**src/rtl/game_pkg.sv**
```systemverilog
// game_pkg: types and constants shared by the reaction-game sequencer and
// the LED/score stage.
//   state_t      : sequencer FSM states
//   led_idx_t    : 2-bit LED index (values 0..2 only)
//   LFSR_TAPS    : feedback mask for x^8+x^6+x^5+x^4+1 (bits 7,5,4,3)
//   DEF_*        : default timing / seed parameters
//   pick_idx()   : LFSR value -> LED index, never repeating the previous one
package game_pkg;

    typedef enum logic [1:0] {
        IDLE = 2'd0,
        LOAD = 2'd1,
        RUN  = 2'd2,
        FIN  = 2'd3
    } state_t;

    typedef logic [1:0] led_idx_t;

    localparam logic [7:0] LFSR_TAPS       = 8'b1011_1000;
    localparam int         DEF_STEP_CYCLES = 25_000_000;
    localparam int         DEF_ROUND_STEPS = 30;
    localparam logic [7:0] DEF_LFSR_SEED   = 8'hA5;

    // Candidate is the LFSR value mod 3; on a collision with the previous
    // target, step to the next index (mod 3) so targets always differ.
    function automatic led_idx_t pick_idx(input logic [7:0] v, input led_idx_t prev);
        led_idx_t cand;
        cand = 2'(v % 8'd3);
        if (cand == prev)
            cand = (cand == 2'd2) ? 2'd0 : cand + 2'd1;
        return cand;
    endfunction

endpackage

```
**src/rtl/game_lfsr.sv**
```systemverilog
// game_lfsr: 8-bit Fibonacci LFSR plus mod-3 / no-repeat target mapping.
// Ports:
//   clk      in  clock, rising edge
//   rst      in  synchronous active-high reset (LFSR <= LFSR_SEED)
//   advance  in  step the LFSR this cycle (tied high by the sequencer)
//   prev     in  previously issued target, used to avoid repeats
//   idx      out next target candidate, 0..2, differs from prev
module game_lfsr
    import game_pkg::*;
#(
    parameter logic [7:0] LFSR_SEED = DEF_LFSR_SEED
) (
    input  logic       clk,
    input  logic       rst,
    input  logic       advance,
    input  logic [1:0] prev,
    output logic [1:0] idx
);

    logic [7:0] lfsr;

    always_ff @(posedge clk) begin
        if (rst)
            lfsr <= LFSR_SEED;
        else if (lfsr == 8'd0)
            // Lock-up recovery: the all-zero state would never leave itself.
            lfsr <= LFSR_SEED;
        else if (advance)
            lfsr <= {lfsr[6:0], ^(lfsr & LFSR_TAPS)};
    end

    always_comb begin
        idx = pick_idx(lfsr, prev);
    end

endmodule

```
**src/rtl/game_sequencer.sv**
```systemverilog
// game_sequencer: round sequencer for the reaction game. A rising edge on go
// starts a round of ROUND_STEPS target changes spaced STEP_CYCLES apart; the
// round ends with a one-cycle done pulse unless aborted or reset.
// Ports:
//   clk         in   clock, rising edge
//   rst         in   synchronous active-high reset
//   go          in   player start request (level; only rising edges count)
//   abort       in   cancel the running round (level)
//   start       out  high exactly while a round is running
//   change      out  one-cycle pulse, new target on randNum
//   randNum     out  target LED index 0..2
//   steps_left  out  change pulses still to be issued this round
//   done        out  one-cycle pulse at normal round completion
module game_sequencer
    import game_pkg::*;
#(
    parameter int         STEP_CYCLES = DEF_STEP_CYCLES,
    parameter int         ROUND_STEPS = DEF_ROUND_STEPS,
    parameter logic [7:0] LFSR_SEED   = DEF_LFSR_SEED
) (
    input  logic       clk,
    input  logic       rst,
    input  logic       go,
    input  logic       abort,
    output logic       start,
    output logic       change,
    output logic [1:0] randNum,
    output logic [5:0] steps_left,
    output logic       done
);

    localparam int             CW         = (STEP_CYCLES > 1) ? $clog2(STEP_CYCLES) : 1;
    localparam logic [CW-1:0]  CNT_LAST   = CW'(STEP_CYCLES - 1);
    localparam logic [5:0]     STEPS_INIT = 6'(ROUND_STEPS);

    state_t        state, state_n;
    logic          go_q;
    logic          go_edge;
    logic [CW-1:0] cnt, cnt_n;
    logic          start_n, change_n, done_n;
    logic [1:0]    rand_n;
    logic [5:0]    steps_n;
    logic [1:0]    cand_idx;

    game_lfsr #(
        .LFSR_SEED (LFSR_SEED)
    ) u_lfsr (
        .clk     (clk),
        .rst     (rst),
        .advance (1'b1),
        .prev    (randNum),
        .idx     (cand_idx)
    );

    always_ff @(posedge clk) begin
        if (rst) begin
            state      <= IDLE;
            // go_q starts high so a go held through reset is not an edge.
            go_q       <= 1'b1;
            cnt        <= '0;
            start      <= 1'b0;
            change     <= 1'b0;
            done       <= 1'b0;
            randNum    <= 2'd0;
            steps_left <= 6'd0;
        end else begin
            state      <= state_n;
            go_q       <= go;
            cnt        <= cnt_n;
            start      <= start_n;
            change     <= change_n;
            done       <= done_n;
            randNum    <= rand_n;
            steps_left <= steps_n;
        end
    end

    // All outputs are registered, so this block computes the values they
    // take in the cycle after the current edge. The first change of a round
    // is therefore issued on the LOAD -> RUN edge.
    always_comb begin
        state_n  = state;
        cnt_n    = cnt;
        start_n  = 1'b0;
        change_n = 1'b0;
        done_n   = 1'b0;
        rand_n   = randNum;
        steps_n  = steps_left;
        go_edge  = go & ~go_q;

        case (state)
            IDLE: begin
                if (go_edge) begin
                    state_n = LOAD;
                    steps_n = STEPS_INIT;
                    cnt_n   = '0;
                end
            end
            LOAD: begin
                if (abort) begin
                    state_n = IDLE;
                end else begin
                    state_n  = RUN;
                    start_n  = 1'b1;
                    change_n = 1'b1;
                    rand_n   = cand_idx;
                    steps_n  = steps_left - 6'd1;
                    cnt_n    = '0;
                end
            end
            RUN: begin
                if (abort) begin
                    // Abort beats a coinciding final expiry: no done.
                    state_n = IDLE;
                end else if (cnt == CNT_LAST) begin
                    cnt_n = '0;
                    if (steps_left == 6'd0) begin
                        state_n = FIN;
                        done_n  = 1'b1;
                    end else begin
                        start_n  = 1'b1;
                        change_n = 1'b1;
                        rand_n   = cand_idx;
                        steps_n  = steps_left - 6'd1;
                    end
                end else begin
                    cnt_n   = cnt + CW'(1);
                    start_n = 1'b1;
                end
            end
            FIN: begin
                state_n = IDLE;
            end
            default: begin
                state_n = IDLE;
            end
        endcase
    end

endmodule

```
**config.mk**
```make
export PLATFORM = sky130hd
export DESIGN_NAME = game_sequencer
export DESIGN_NICKNAME = d
export VERILOG_FILES = /design/src/rtl/game_pkg.sv /design/src/rtl/game_lfsr.sv /design/src/rtl/game_sequencer.sv
export SDC_FILE = /design/constraint.sdc
export NUM_CORES = 1
export LEC_CHECK = 0
export CAP_MARGIN = 0
export CORE_AREA = 2 2 80 74
export CTS_CLUSTER_DIAMETER = 40
export CTS_CLUSTER_SIZE = 40
export DETAILED_ROUTE_END_ITERATION = 10
export DIE_AREA = 0 0 82 76
export PLACE_DENSITY = 0.77
export SLEW_MARGIN = 40
export SYNTH_ARGS = -nofsm -noshare
export SYNTH_HDL_FRONTEND = slang
export SYNTH_SLANG_ARGS = --single-unit
export TNS_END_PERCENT = 10
```
**constraint.sdc**
```tcl
create_clock -name clk -period 4.2 [get_ports clk]
set_clock_uncertainty 0.05 [all_clocks]
set_input_delay 0.42 -clock clk [delete_from_list [all_inputs] [get_ports clk]]
set_output_delay 0.42 -clock clk [all_outputs]
set_load 0.02 [all_outputs]
```
Word-level counts from Yosys, hierarchy flattened --
Cells that the tools add are included.
Operators by class: muxes and demuxes 33, $add $sub $neg 3, bitwise operators 4, reductions and logical operators 12, divide/modulo/power cells 1, equal/unequal tests 13
Operators with widths (number):
- $mux W25 | 4
- $pmux W25 S3 | 1
- $mux W6 | 5
- $add A25 B1 Y25 const B | 1
- $eq A25 B25 Y1 const B | 1
- $mux W2 | 11
- $pmux W6 S3 | 1
- $ne A2 B2 Y1 const B | 5
- $logic_not A8 Y1 | 1
- $mod A8 B2 Y8 const B | 1
- $pmux W2 S4 | 1
- $reduce_xor A8 Y1 | 1
- $mux W1 | 7
- $eq A2 B2 Y1 const B | 3
- $logic_not A6 Y1 | 1
- $ne A3 B3 Y1 const B | 2
- $reduce_and A6 Y1 | 1
- $sub A6 B1 Y6 const B | 1
- $reduce_and A5 Y1 | 1
- $pmux W1 S2 | 2
- $pmux W2 S2 | 1
- $reduce_and A4 Y1 | 1
- $reduce_or A4 Y1 | 1
- $not A1 Y1 | 3
- 9 further kinds | 9
Storage, ports and cells: word-level logic and storage cells 75, flip-flop bits (word level) 47, output and inout bits 11, bits of input ports 4

Logic depth before layout (Yosys ltp) --
Gate-level depths: netlist of run 1.
depth in word-level cells 8, depth in mapped cells 16, depth with buffers taken out 15

Hierarchy --
Synthesis of run 1 repeated with hierarchy kept, for this count alone.
Second synthesis, totals: cells, all modules 347, area total of the unflattened synthesis 2915.3 µm²
Modules (own cells, without submodules):
- game_sequencer | sequential area each 780.7 µm², instances 1, cells an instance 233, area each 2020.7 µm²
- game_lfsr | sequential area each 160.2 µm², instances 1, cells an instance 114, area each 894.6 µm²

Least setup slack after synthesis of run 1 --
Ideal clock, no wire load.
path kind flip-flop to flip-flop, start register u_lfsr.lfsr[2], end register randNum[0], buffers on the path 1, data arrival time 3.442 ns, required time 4.017 ns, period minus slack after synthesis 3.624 ns, setup slack 0.576 ns, cell stages (with the launch flop) 17, cell sequence dfxtp_1 buf_4 and4b_4 and2_4 o32ai_1 and3_4 inv_2 ha_1 nor4_4 o21ai_2 mux2i_2 ha_1 nor4b_4 nor3_4 mux2_2 nor4_1 nor4b_2
On the way: longest elaborated chain between the ends 8, elaborated cells on any way between the ends 11, those cells by class 1 x add/sub; 1 x div; 2 x eq/ne; 7 x mux
RTL lines:
- from (decl) | RTL line game_lfsr.sv:20 | logic [7:0] lfsr;
- from (signal assigned) | RTL line game_lfsr.sv:29 | lfsr <= {lfsr[6:0], ^(lfsr & LFSR_TAPS)};
- $mod A8 B2 Y8 * | RTL line game_pkg.sv:28 | cand = 2'(v % 8'd3);
- $add A2 B1 Y2 or $eq A2 B2 Y1 (tied branches) | RTL line game_pkg.sv:30 | cand = (cand == 2'd2) ? 2'd0 : cand + 2'd1;
- $mux W2 | RTL line game_pkg.sv:30
- $mux W2 * | RTL line game_pkg.sv:29 | if (cand == prev)
- $mux W2 | RTL line game_sequencer.sv:117 | if (steps_left == 6'd0) begin
- $mux W2 | RTL line game_sequencer.sv:115 | end else if (cnt == CNT_LAST) begin
- $mux W2 | RTL line game_sequencer.sv:112 | if (abort) begin
- $pmux W2 S2 * | RTL line game_sequencer.sv:91 | case (state)
- to (signal assigned) | RTL line game_sequencer.sv:73 | randNum <= rand_n;
- to (decl) | RTL line game_sequencer.sv:27 | output logic [1:0] randNum,
Every way passes the cells marked *; elsewhere a longest branch is shown, timed or not. The select of a mux whose other input is x is not followed. A chain may end at the register's enable or synchronous reset.

Worst setup path after layout of run 1 --
start register u_lfsr.lfsr[4], end register randNum[0]
Same word-level chain as after synthesis.

==> results of run 1 <==
==> final timing paths <==
kind / depth (start not counted) / startpoint / end
worst min register to register: 2 / cnt[14]$_SDFFE_PP0P_ / cnt[14]$_SDFFE_PP0P_
worst min-delay path: 2 / cnt[14]$_SDFFE_PP0P_ / cnt[14]$_SDFFE_PP0P_
worst max register to register: 15 / u_lfsr.lfsr[4]$_SDFF_PP0_ / randNum[0]$_SDFFE_PP0P_
worst max-delay path: 15 / u_lfsr.lfsr[4]$_SDFF_PP0_ / randNum[0]$_SDFFE_PP0P_
==> sequential cells by signal, summed over array words and instances (netlist names) <==
| signal | count |
|---|---|
| steps_left | 6 |
| u_lfsr.lfsr | 8 |
| start | 1 |
| randNum | 2 |
| done | 1 |
| cnt | 25 |
| change | 1 |
| state | 2 |
| go_q | 1 |
==> final cells by class <==
type,count,area (um2),area share
Multi-Input combinational cell,236,1560,0.536
Sequential cell,47,943,0.323
Tap cell,70,87.6,0.0300
Inverter,14,52.6,0.0180
Timing Repair Buffer,14,135,0.0463
Clock buffer,5,68.8,0.0236
Clock inverter,3,67.6,0.0232
==> cell usage in the layout, fill, tap and decap left out, types with 7 or more instances in the layout <==
master           netlist  final
a21oi_1               20     20
clkdlybuf4s50_1        0     13
dfxtp_1               47     45
ha_1                   9      8
inv_1                 13     13
nand2_1               24     24
nand3_1               13     13
nor2_1                39     39
nor3_1                11     11
o21ai_0                7      7
xnor2_1                8      8
xor2_1                18     18
==> Yosys cell counts, types with 4 or more instances <==
cell | count | area [um2]
dfxtp_1 | 47 | 941
nor2_1 | 39 | 146
nand2_1 | 24 | 90.1
a21oi_1 | 20 | 100
xor2_1 | 18 | 158
inv_1 | 13 | 48.8
nand3_1 | 13 | 65.1
nor3_1 | 11 | 55.1
ha_1 | 9 | 113
xnor2_1 | 8 | 70.1
o21ai_0 | 7 | 35.0
clkbuf_1 | 6 | 22.5
nand2b_1 | 6 | 37.5
nand4_1 | 6 | 37.5
or3_1 | 6 | 37.5
and3_1 | 5 | 31.3
buf_2 | 5 | 25.0
nor2b_1 | 5 | 31.3
a311oi_1 | 4 | 35.0
nor3b_1 | 4 | 30.0
nor4_1 | 4 | 25.0
==> critical path: cells and delay by family (launching register included) <==
family	cells	cell delay [ns]
compound gates	2	0.37
fa+ha+maj	2	0.55
buf+inv	1	0.05
flops	1	0.44
mux	2	0.61
simple gates	8	1.75
==> per-layer routing <==
layer | wire length, um | track usage | vias up
li1 | - | - | 1102
met1 | 2380 | 0.224 | 999
met2 | 2380 | 0.277 | 37
met3 | 136 | 0.0367 | 4
met4 | 50 | 0.0500 | 0
met5 | 0 | 0 | -
==> report_power, final <==
part / internal (mW) / total (mW) / switching (mW)
Clock: 0.237 / 0.385 / 0.148
Combinational: 0.143 / 0.324 / 0.180
Sequential: 0.472 / 0.516 / 0.0439
==> cell families after synthesis <==
logic type      synth area share
simple gates               0.332
fa+ha+maj                 0.0431
xor+xnor                  0.0872
mux                       0.0134
compound gates             0.121
flops                      0.360
buf+inv                   0.0426
==> impl_results.md, run 1 <==
* Initial antenna violation count at 0
* Async set-reset flop share out of synthesis at 0
* P_leak at ~1.0 nW
* Finished Cell Area at 2920 um2
* CP arrival at 4.04 ns
* Ys Warns at 0
* Worst-Skew Late Latency at approximately 0.30 ns
* Setup violations, final at 0
* Finished Layout Cells at 389
* First-pass GRT wire length at 8.57 mm
* Filler Cell Count at between 500 and 600
* Post-Synthesis Cell Area at 2610 um2
* Crit Path Category: reg -> reg
* Total power at roughly 1.2 mW
* Mapped Cells at 310
* Worst hold margin at 0.444 ns
* Post-route DRC violation count at 0
* Layout area overhead at 11.7%
* Final Slew Violations at 0
* Maximum clock path buffer count at 2
* Die ar. at 6230 um2
* Layout cells sized above 1 at 0.0909
* Post-synth top flop: dfxtp_1
* Core Box Area at 5470 um2
* TritonRoute pass-1 iters at 4
* DRT iter0 DRCs at 72
* CTS Hold Bufs at 0
* Vias/cell at 5.51
* DR WL/cell at 12.7 um
* Clock root buffer: clkbuf_8
* Status: finished, final reports clean
* Reg2reg setup slack at about 0.28 ns
* Grt total ovfl at 0
* Distinct cell type count after synthesis at slightly below 60
* GP Congestion at 0.806
* Setup bufs post-CTS at 0
* Post-Route WL at between 4 and 5 mm
* Placed Area at about 2800 um2
* ANT cells at 0
* Max Clk Rate at 0.255 GHz
* Htree depth at 2
* TNS Setup at 0 ns
* DP HPWL at 3.54 mm
* Die width at 82 um
* Max-Cap Viols at 0
* Worst slew pin tran at around 0.7 ns
* CTS tree: built
* Hold/Removal Path Class: reg -> reg
* Number of synthesized flops with an enable pin at 0
* Worst IR Drop VDD at 0.243 mV
* Crit-path cells: and4b_4, and2_4, o32ai_1, and3_4, inv_2, ha_1, nor4_4, o21ai_2, mux2i_2, ha_2, nor4b_4, nor3_4, mux2_2, nor4_1, nor4b_2
* Largest net degree at the start of global routing at 25
* Nets at roughly 330
* RSZ-0062 raised after global routing: no
* Vias at 2,142
* Final Critical Period at 3.92 ns
* Pwr per Cell Area at 420 nW/um2
* Gr usage total at 0.170
* Slew Limit Headroom at 0.536
* IO Port Bufs at 14
* Row count at 26
* CP Launch Type: flip-flop
* Syn nets at 323
* I/O pins at 15
* Post_cts resized at 0
* Crit path largest cell delay at 0.44 ns
* Initial core utilization at 0.478
* Clock transition at the registers of the reported paths at 0.09 ns
* Period utilization at 0.933
* CP Capture Type: flip-flop
* Total CTS buffers at 5
* Setup Slack @ Placement at 0.199 ns
* Fin. Hold Viols at 0
* Final Util at 0.534
* Synth Register Bits at 47
* WP data required at 4.32 ns
* Post-route ant nets at 0
* Number of cells after detailed placement at between 300 and 400
* CP max FO at 12
* CP max stage cell: dfxtp_1
* Sequential-to-total area share from yosys stat at 0.360
* Clk sinks at 47
* Worst setup margin at 0.281 ns
* Number of global-route vias before repair at 1,948
* Mapped Avg Cell Area at 8.43 um2
* Die height at around 76 um
No activity file was read; power rests on OpenSTA's default activity.
==> run 2, diff against run 1 <==
--- a/config.mk
+++ b/config.mk
@@ -6,11 +6,11 @@
 export NUM_CORES = 1
 export LEC_CHECK = 0
 export CAP_MARGIN = 0
-export CORE_AREA = 2 2 80 74
+export CORE_AREA = 5 5 83 77
 export CTS_CLUSTER_DIAMETER = 40
-export CTS_CLUSTER_SIZE = 40
+export CTS_CLUSTER_SIZE = 28
 export DETAILED_ROUTE_END_ITERATION = 10
-export DIE_AREA = 0 0 82 76
+export DIE_AREA = 0 0 88 82
 export PLACE_DENSITY = 0.77
 export SLEW_MARGIN = 40
 export SYNTH_ARGS = -nofsm -noshare
==> run 2 against run 1 <==
Compared with the run above:
- core utilization down 0.93 points
- register-to-register slack about the same
- worst setup slack worse by 0.011 ns
- combinational power up 3%
- first-iteration DRC count up 5.6%
- critical endpoint unchanged
- highest routed layer unchanged
==> impl_results.md, run 2 (synthesis results as in run 1) <==
* Finished Cell Area at 2880 um2 (-1.2%)
* Gr usage total at 0.153 (-0.0170)
* Final Util at 0.525 (-0.00930)
* Metal2 WL at 2.45 mm (+2.6%)
* Setup violations, final at 0 (unchanged)
* Placed Area at 2780 um2 (unchanged)
* TNS Setup at 0 ns (unchanged)
* Clock transition at the registers of the reported paths at 0.09 ns (about the same)
* Htree depth at 2 (unchanged)
* Delay-heaviest family, CP: simple AND/OR/NAND/NOR gates
* Final Critical Period at 3.93 ns (+0.0114 ns)
* Worst-Skew Late Latency at 0.31 ns (about the same)
* Maximum clock path buffer count at 2 (unchanged)
* Initial antenna violation count at 0 (unchanged)
* Met3 WL post-DR at 131 um (-3.7%)
* DR top layer: met4
* First-pass GRT wire length at 8.87 mm (+3.5%)
* RSZ-0062 raised after global routing: no
* Worst hold margin at 0.444 ns (-0.000878 ns)
* CTS tree: built
* ANT cells at 0 (unchanged)
* CP Launch Type: flip-flop
* Grt total ovfl at 0 (unchanged)
* Row count at 26 (unchanged)
* GP Congestion at 0.800 (-0.78%)
* DR WL/cell at 13.2 um (+3.9%)
* Hold/Removal Path Class: reg -> reg
* Largest net degree at the start of global routing at 25 (unchanged)
* DP HPWL at 3.64 mm (+2.7%)
* WP data required at 4.33 ns (about the same)
* WL met1 at 2.48 mm (+4.1%)
* Die height at 82 um (+7.9%)
* Crit-path cells: and4b_4, and2_4, o32ai_1, and3_4, inv_2, ha_1, nor4_4, o21ai_2, mux2i_2, ha_2, nor4b_4, nor3_4, mux2_2, nor4_1, nor4b_2
* TritonRoute pass-1 iters at 7 (+3)
* CP max stage cell: dfxtp_1
* Worst slew pin tran at 0.723 ns (+0.0276 ns)
* Top flop regs: cnt (25), u_lfsr.lfsr (8), steps_left (6)
* Crit path buffers/inverters at 1 (unchanged)
* Crit Path Category: reg -> reg
* Vias/cell at 5.56 (+1.0%)
* Most frequent cells in the layout: dfxtp_1, nor2_1, nand2_1
* Pwr per Cell Area at 389 nW/um2 (-7.3%)
* DRT iter0 DRCs at 76 (+5.6%)
* Max-Cap Viols at 0 (unchanged)
* Period utilization at 0.936 (+0.00271)
* CP arrival at 4.06 ns (+0.02 ns)
* Slew Limit Headroom at 0.518 (-0.0184)
* CP max FO at 12 (unchanged)
* P_leak at 1.03 nW (-2.1%)
* Post-Route WL at 5.15 mm (+3.9%)
* Crit path largest cell delay at 0.43 ns (about the same)
* Number of global-route vias before repair at 1,960 (+0.62%)
* IO Port Bufs at 14 (unchanged)
* Post-route DRC violation count at 0 (unchanged)
* Vias at 2,164 (+1.0%)
* Clk sinks at 47 (unchanged)
* Max FFs per register at 25 (unchanged)
* Layout area overhead at 10.4%
* Most flops, register: cnt
* Status: finished, final reports clean
* CTS Hold Bufs at 0 (unchanged)
* Die ar. at 7220 um2 (+16%)
* Layout cells sized above 1 at 0.0972 (+0.00627)
* Worst IR Drop VDD at 0.299 mV (+23%)
* Max Clk Rate at 0.254 GHz (-0.29%)
* Die width at 88 um (+7.3%)
* Nets at 331 (unchanged)
* Clock root buffer: clkbuf_8
* Fin. Hold Viols at 0 (unchanged)
* Final Slew Violations at 0 (unchanged)
* CP Capture Type: flip-flop
* Post-route ant nets at 0 (unchanged)
* Core Box Area at 5500 um2 (+0.60%)
* Initial core utilization at 0.475 (-0.00283)
* Most common cell after layout, fill and taps aside: dfxtp_1
* Total CTS buffers at 5 (unchanged)
* I/O pins at 15 (unchanged)
run 2: cell types whose count changed in the layout (fill, tap and decap cells not counted), sizes merged:
cell	delta
bufinv	-2
clkinv	+1
clkinvlp	+1
run 2: timing repair:
action                     4_1_cts  5_1_grt
buffers inserted                 0        0
gates resized for setup          0        5
setup endpoints to repair        0        2
run 2: layout make-up:
class / count / area (um2)
inverters: 14 / 52.6
clock buffers: 5 / 68.8
flip-flops and latches: 47 / 943
multi-input cells: 236 / 1580
fillers: 526 / 2610
repair buffers: 14 / 135
clock inverters: 3 / 20.0
well taps: 70 / 87.6
run 2: routing by layer:
layer,GRT usage,vias to the layer above
li1,-,1105
met1,0.196,1014
met2,0.254,37
met3,0.0261,8
met4,0.0644,0
met5,0,-
run 2: where the power goes:
part | switching, mW | internal (mW)
combinational | 0.187 | 0.146
clock | 0.156 | 0.116
sequential | 0.0446 | 0.472
run 2: final timing paths:
path	endpoint	slack [ns]	depth (start not counted)	start
worst max register to register	randNum[0]$_SDFFE_PP0P_	0.27	15	u_lfsr.lfsr[4]$_SDFF_PP0_
worst min register to register	cnt[14]$_SDFFE_PP0P_	0.44	2	cnt[14]$_SDFFE_PP0P_
worst max-delay path	randNum[0]$_SDFFE_PP0P_	0.27	15	u_lfsr.lfsr[4]$_SDFF_PP0_
worst min-delay path	cnt[14]$_SDFFE_PP0P_	0.44	2	cnt[14]$_SDFFE_PP0P_
run 2: stage by stage:
step / instances / worst slack (ns) / total power [mW]
floorplan: 310 / 0.576 / 0.766
global placement: 381 / 0.359 / 0.840
detailed placement: 381 / 0.255 / 0.849
CTS: 389 / 0.246 / 1.12
global route: 389 / 0.00431 / 1.19
finish: 389 / 0.269 / 1.12
run 2: tightest hold or removal path: cells and delay by family (launching register included):
kind           cells  cell delay [ns]
AO/OA/AOI/OAI      2             0.13
flip-flops         1             0.32
